## src/rtl/moore_seq_det_n.sv

```systemverilog
// rtl/moore_seq_det_n.sv - Moore sequence detector for a runtime N-bit pattern with saturating match counter
// Optional macro SEQ_DET_LOCK_EN: MATCH becomes absorbing until clear or reset.
module moore_seq_det_n #(
  parameter int N     = 4,
  parameter int CNT_W = 8
) (
  input  logic             clk,
  input  logic             reset,
  input  logic             x,
  input  logic             x_valid,
  input  logic [N-1:0]     pattern,
  input  logic             overlap,
  input  logic             clear,
  output logic             y,
  output logic [CNT_W-1:0] match_cnt
);

  localparam int KW = $clog2(N);

  typedef enum logic {
    S_TRACK,
    S_MATCH
  } state_t;

  state_t           state;
  state_t           state_nxt;
  logic [KW-1:0]    k;
  logic [KW-1:0]    k_nxt;
  logic [CNT_W-1:0] cnt_nxt;
  logic [N-1:0]     pv;
  logic [N-1:0]     hist;
  logic [N-1:0]     pj;
  logic [N-1:0]     mask;
  logic             lock_hold;
  int               m;
  int               len;
  int               best;

`ifdef SEQ_DET_LOCK_EN
  assign lock_hold = (state == S_MATCH);
`else
  assign lock_hold = 1'b0;
`endif

  assign y = (state == S_MATCH);

  always_ff @(posedge clk or negedge reset) begin
    if (!reset) begin
      state     <= S_TRACK;
      k         <= '0;
      match_cnt <= '0;
    end else begin
      state     <= state_nxt;
      k         <= k_nxt;
      match_cnt <= cnt_nxt;
    end
  end

  always_comb begin
    state_nxt = state;
    k_nxt     = k;
    cnt_nxt   = match_cnt;
    m         = 0;
    len       = 0;
    best      = 0;
    pv        = '0;
    hist      = '0;
    pj        = '0;
    mask      = '0;

    // The tracked history is implied by the state: the first m pattern bits, then x.
    if (state == S_MATCH) begin
      if (overlap) begin
        m   = N;
        len = N + 1;
      end else begin
        m   = 0;
        len = 1;
      end
    end else begin
      m   = int'(k);
      len = m + 1;
    end

    pv   = pattern >> (N - m);
    hist = N'({pv, x});

    // Failure function: longest history suffix equal to a pattern prefix.
    for (int j = 1; j <= N; j++) begin
      pj   = pattern >> (N - j);
      mask = {N{1'b1}} >> (N - j);
      if ((j <= len) && (((hist ^ pj) & mask) == '0)) begin
        best = j;
      end
    end

    if (clear) begin
      state_nxt = S_TRACK;
      k_nxt     = '0;
      cnt_nxt   = '0;
    end else if (x_valid && !lock_hold) begin
      if (best == N) begin
        state_nxt = S_MATCH;
        k_nxt     = '0;
        if (match_cnt != {CNT_W{1'b1}}) begin
          cnt_nxt = match_cnt + 1'b1;
        end
      end else begin
        state_nxt = S_TRACK;
        k_nxt     = KW'(best);
      end
    end
  end

endmodule
```

## config.mk

```make
export PLATFORM = sky130hd
export DESIGN_NAME = moore_seq_det_n
export DESIGN_NICKNAME = d
export VERILOG_FILES = /design/src/rtl/moore_seq_det_n.sv
export SDC_FILE = /design/constraint.sdc
export NUM_CORES = 1
export LEC_CHECK = 0
export ABC_AREA = 1
export CORE_ASPECT_RATIO = 0.9
export CORE_UTILIZATION = 52
export DETAILED_ROUTE_END_ITERATION = 8
export PLACE_DENSITY = 0.79
export SYNTH_ARGS = -nofsm -noshare
export SYNTH_HDL_FRONTEND = slang
export SYNTH_SLANG_ARGS = --single-unit
```

## constraint.sdc

```tcl
create_clock -name clk -period 2.83 [get_ports clk]
set_input_delay 0.7075 -clock clk [delete_from_list [all_inputs] [get_ports clk]]
set_output_delay 0.7075 -clock clk [all_outputs]
set_load 0.01 [all_outputs]
```

After elaboration in Yosys (flattened, before gate mapping)
Index checks and enable logic that the tools add are counted.

Register bits after elaboration: 11. Input bits: 10. Output and inout bits: 9.

$add $sub $neg: 3. Magnitude comparators: 4. Eq/ne operators: 2. Shift-type cells: 1. Muxes and demuxes: 18. Bitwise gates (word level): 4. Reductions and logical operators: 12.

Operator list (count): 2-bit by 32-bit <= comparator with 1-bit output (first input constant) (1); 8-bit two-way mux (4); 4-bit by 32-bit >> shifter with 3-bit output (1); 4-bit by 32-bit subtractor with 32-bit output (first input constant) (1); 4-bit logical NOT (4); 3-bit two-way mux (5); 2-bit two-way mux (5); 8-bit by 1-bit adder with 8-bit output (second input constant) (1); 8-bit inequality test (second input constant) (1); 2-bit by 3-bit <= comparator with 1-bit output (first input constant) (2); 2-bit nonzero test (3); 1-bit logical AND (4); 1-bit two-way mux (4); 4-bit XOR (1); 2-bit by 1-bit adder with 3-bit output (second input constant) (1); 3-bit == test (second input constant) (1); 3-bit <= comparator (first input constant) (1); 3-bit AND reduction (1); 3-bit XOR (1); 2-bit XOR (1); 1-bit XOR (1).

Depth between registers and ports, before layout
Depth in word-level cells: 14. Depth in mapped cells: 18. Gate-level depth less buffers: 18.

Worst setup path after synthesis
OpenSTA, ideal clock, no wires.

Path type: input to register. From: input overlap. To: register k[0]. Arrival time: 2069 ps. Slack: 644 ps. Stages on the path: 14. Buffers on the path: 0. Path through: nand2_1 clkinv_1 ha_1 inv_2 nor2_1 nand3_2 nand2_2 nand2_2 nor2_4 nand2_4 nor2_8 nor2_2 nand2_1 nand2_1.

Cells in the longest elaborated chain, start to end: 14. Elaborated cells between the ends (all ways): 28. Those cells by class: add/sub (1); order compare (4); eq/ne (1); shift (1); mux (11); bitwise (3); reduce/logical (7).

Ends and longest elaborated chain: start: declaration (line 12) `input logic overlap,`; 3-bit two-way mux (line 73) `if (overlap) begin`; 3-bit two-way mux (line 72) `if (state == S_MATCH) begin`; 4-bit by 32-bit subtractor with 32-bit output (line 85) `pv = pattern >> (N - m);`; 4-bit by 32-bit >> shifter with 3-bit output (line 85); 2-bit XOR (line 92) `if ((j <= len) && (((hist ^ pj) & mask) == '0)) begin`; 4-bit logical NOT (line 92); 1-bit logical AND (line 92); 2-bit two-way mux (2 in series) (line 92); 3-bit two-way mux (*) (line 92); 3-bit == test (line 102) `if (best == N) begin`; 2-bit two-way mux (*) (line 102); 2-bit two-way mux (*) (line 101) `end else if (x_valid && !lock_hold) begin`; 2-bit two-way mux (*) (line 97) `if (clear) begin`; end signal: assignment (line 54) `k <= k_nxt;`; end: declaration (line 27) `logic [KW-1:0] k;`.

Every way passes the cells marked *; elsewhere a longest branch is shown, timed or not. The select of a mux whose other input is x is not followed. A chain may end at the register's enable or synchronous reset.

Final worst setup path
From: input overlap. To: register k[1].

The elaborated chain is that of the path after synthesis.

==> results.md <==
Run status:
- The run finished with clean final reports.

Synthesis:
- The share of synthesized area occupied by flip-flops and latches is 25.5%.
- The flip-flop and latch count after synthesis is 11.
- For this run, the number of Yosys warnings is 0.
- The post-synth design cell area is 1080 um2.
- The count of different cell masters after synthesis is 28.
- The average cell area after synthesis is 7.11 um2.
- The number of nets produced by synthesis is 166.
- The post-synthesis instance total is 152.

STA:
- Timing would allow up to 0.417 GHz.
- Setup repair after global routing left no endpoint under its margin.
- Counting I/O delays and the setup requirement, the final critical path takes roughly 2.4 ns.
- After routing, the total negative slack on setup checks comes to 0 ns.
- The final-layout worst hold slack is 0.533 ns.
- The count of pins over their slew limit was 0.
- The ratio of final minimum period to clock period is 84.8%.
- The post-route clock skew is 0.00874 ns.
- The count of endpoints failing setup in the final report is 0.
- The count of final hold-check violations is 0.
- Across all setup checks in the final design, the least slack found is ~0.43 ns.
- The worst-case headroom to the max-slew limit is approximately two thirds.
- At the pin with the least slew margin, the transition time is ~0.49 ns.

Floorplanning:
- The overall die height is 45.3 um.
- The standard-cell row count is 15.
- The core area is 1930 um2.
- The number of top-level pins is 19.
- The die is 50.1 um wide.
- The effective utilization at floorplan is 55.9%.
- The area of the die is 2270 um2.

Critical path:
- The required time of the critical path is approximately 3.0 ns.
- The signal on the critical path passes through clkdlybuf4s50_1 > nand2_1 > clkinv_1 > ha_1 > inv_1 > nand2_1 > nand2_1 > nand3_2 > nand2_4 > nand2_4 > nand2_1 > nand2_2 > nor2_8 > nor2_2 > nand2_1 > nand2_1.
- In this design, the stage delay of the slowest critical-path cell is 0.40 ns.
- In this design, the critical path's most frequently occurring cell is nand2_1.
- The critical path startpoint category is a primary input.
- The critical path in this run is classified as in2reg.
- The top fanout value on the critical path is 9.
- The kind of end point of the critical path is a register.
- The library cell contributing the largest single delay on the critical path is clkdlybuf4s50_1.
- The data arrival time of the critical path is 2.56 ns.

Placed design:
- The final weighted congestion in routability-driven placement is 0.950.
- The number of buffers inserted by port buffering is 18.
- The detailed placer's ending HPWL is roughly 1.9 mm.
- The minimum setup slack after placement is 0.179 ns.

Route:
- The final layout contains routed wiring with a total length of 2.32 mm.
- The number of vias after detailed routing is 1025.
- The routed length per instance is 11.6 um.
- Using the TritonRoute via totals, the vias-per-cell ratio works out to 5.13.
- For this run, the detailed router's first-pass iteration total came to 4.
- The post-detailed-route DRC marker count is 0.
- The violation count after the first detailed-routing iteration is 23.
- The remaining number of nets flagged by the antenna check after routing is 0.

Global route:
- Across every metal layer, demand over resource in global routing totals 22.4%.
- The initial antenna violation count came to 0.
- The first global-routing pass estimated 3.78 mm of wire.
- The number of global-route vias before repair came to 887.
- Entering global routing, the biggest net connects 18 pins.
- The total congestion overflow is 0.

Power and ir drop:
- The internal power of the cells is 259 uW.
- In this run, the clock network consumes 28.1% of the power.
- Sequential cells burn 41.0% of the power.
- The fraction of power spent switching nets is roughly 34%.
- The power per cell area is 295 nW/um2.
- The maximum VDD drop is 0.000198 V.
- The total leakage power is about 0.00069 uW.
- Combinational logic is responsible for approximately 31% of the overall power.
- For this design the total switching power over the nets is 134 uW.

CTS:
- The number of gates resized after cts is 0.
- Clock-pin slew was measured on the worst setup and hold paths at ~0.07 ns.
- The clock passes through at most 2 buffers.
- The later pin in the worst-skew pair is clocked with a latency of 0.27 ns.
- The CTS tree is yes.
- The post-CTS repair timing setup buffer count is 0.
- The TritonCTS buffer count is 3.
- In this run, post-CTS hold repair placed 0 buffers.
- The number of clock sinks is 11.
- CTS placed an instance of clkbuf_4 at the clock tree root.
- The CTS H-tree depth is 1.

Layout:
- The number of antenna diodes in the final layout is 0.
- The area added between synthesis and finish is 23.0%.
- The library cells used most frequently in the layout, excluding fill and tap cells, are 46 x nand2_1, 18 x clkdlybuf4s50_1, 17 x nand3_1.
- The number of nets in the finished design is 190.
- The most common cell after layout, fill and taps aside is nand2_1.
- The fraction of layout instances using a drive strength above 1 is 18.3%.

Run:
- The max-capacitance violation count is 0.

Hold path:
- The worst min-delay path category is reg2reg.
[power by group through the flow]
stage	Combinational, uW	Sequential, uW	Clock (uW)
floorplan	83.7	164	0
global placement	117	164	0
detailed placement	120	164	0
CTS	120	161	114
global route	134	161	122
finish	121	161	110
[stage by stage]
stage | area, um2 | total power [uW] | std cells | util (%)
CTS | 1330 | 395 | 200 | 68.8
floorplan | 1080 | 247 | 152 | -
global placement | 1300 | 281 | 196 | 67.4
detailed placement | 1300 | 284 | 196 | 67.4
finish | 1330 | 393 | 200 | 68.8
global route | 1330 | 418 | 200 | 68.8
[cell usage after synthesis]
| master | instances | area (um2) |
|---|---|---|
| nand2_1 | 46 | 173 |
| nand3_1 | 17 | 85.1 |
| inv_1 | 12 | 45.0 |
| dfrtp_1 | 11 | 275 |
| nand4_1 | 9 | 56.3 |
| nor2_1 | 8 | 30.0 |
| xor2_1 | 7 | 61.3 |
| nand2_2 | 6 | 37.5 |
| nand2_4 | 5 | 56.3 |
| ha_1 | 4 | 50.1 |
| inv_2 | 3 | 11.3 |
| nand3_2 | 3 | 30.0 |
| nor2_2 | 3 | 18.8 |
| a21oi_1 | 2 | 10.0 |
| clkinv_1 | 2 | 7.51 |
| xnor2_1 | 2 | 17.5 |
| a21boi_2 | 1 | 11.3 |
| a21oi_2 | 1 | 8.76 |
| a31oi_1 | 1 | 6.26 |
| buf_4 | 1 | 7.51 |
| clkbuf_1 | 1 | 3.75 |
| nand3b_1 | 1 | 7.51 |
| nand4_4 | 1 | 21.3 |
| nor2_4 | 1 | 11.3 |
| nor2_8 | 1 | 20.0 |
| nor3_1 | 1 | 5.00 |
| o31ai_1 | 1 | 7.51 |
| or2_2 | 1 | 6.26 |
[final timing paths]
check | startpoint | to | slack [ns] | depth (start not counted)
min reg2reg | k[1] | k[1] | 0.53 | 2
min in group asynchronous | reset | y | 0.76 | 1
max in group asynchronous | reset | match_cnt[4] | 1.73 | 1
min | k[1] | k[1] | 0.53 | 2
max reg2reg | y | k[1] | 0.61 | 17
max | overlap | k[1] | 0.43 | 16
[flip-flops by register name, summed over array words and instances, names as in the netlist]
name / count
match_cnt: 8
k: 2
y: 1
[area by class of cell]
class	instances	area, um2
clock buffer	4	26.3
inverter	17	63.8
timing repair buffer	21	203
tap	25	31.3
fill	149	603
multi-input combinational	122	731
sequential	11	275
[routing by layer]
layer	up-vias	global-route usage, %	part of all wire (%)
li1	543	-	-
met1	464	31.5	51
met2	18	34.7	46
met3	0	5.05	3.4
met4	0	5.14	0
met5	-	0	0
[critical path, delay by kind of cell]
| family | cells | cell delay [ns] |
|---|---|---|
| AND/OR/NAND/NOR | 12 | 1.05 |
| buffers and inverters | 3 | 0.58 |
| adder cells (fa/ha/maj) | 1 | 0.22 |
[kinds of logic after synthesis]
| group | synth area share [%] |
|---|---|
| adders and majority gates | 4.63 |
| DFF | 25.5 |
| AOI/OAI and AO/OA | 4.05 |
| xor gates and xnor gates | 7.29 |
| and+or+nand+nor | 51.6 |
| buffers and inverters | 6.94 |
No activity file was read; power rests on OpenSTA's default activity.
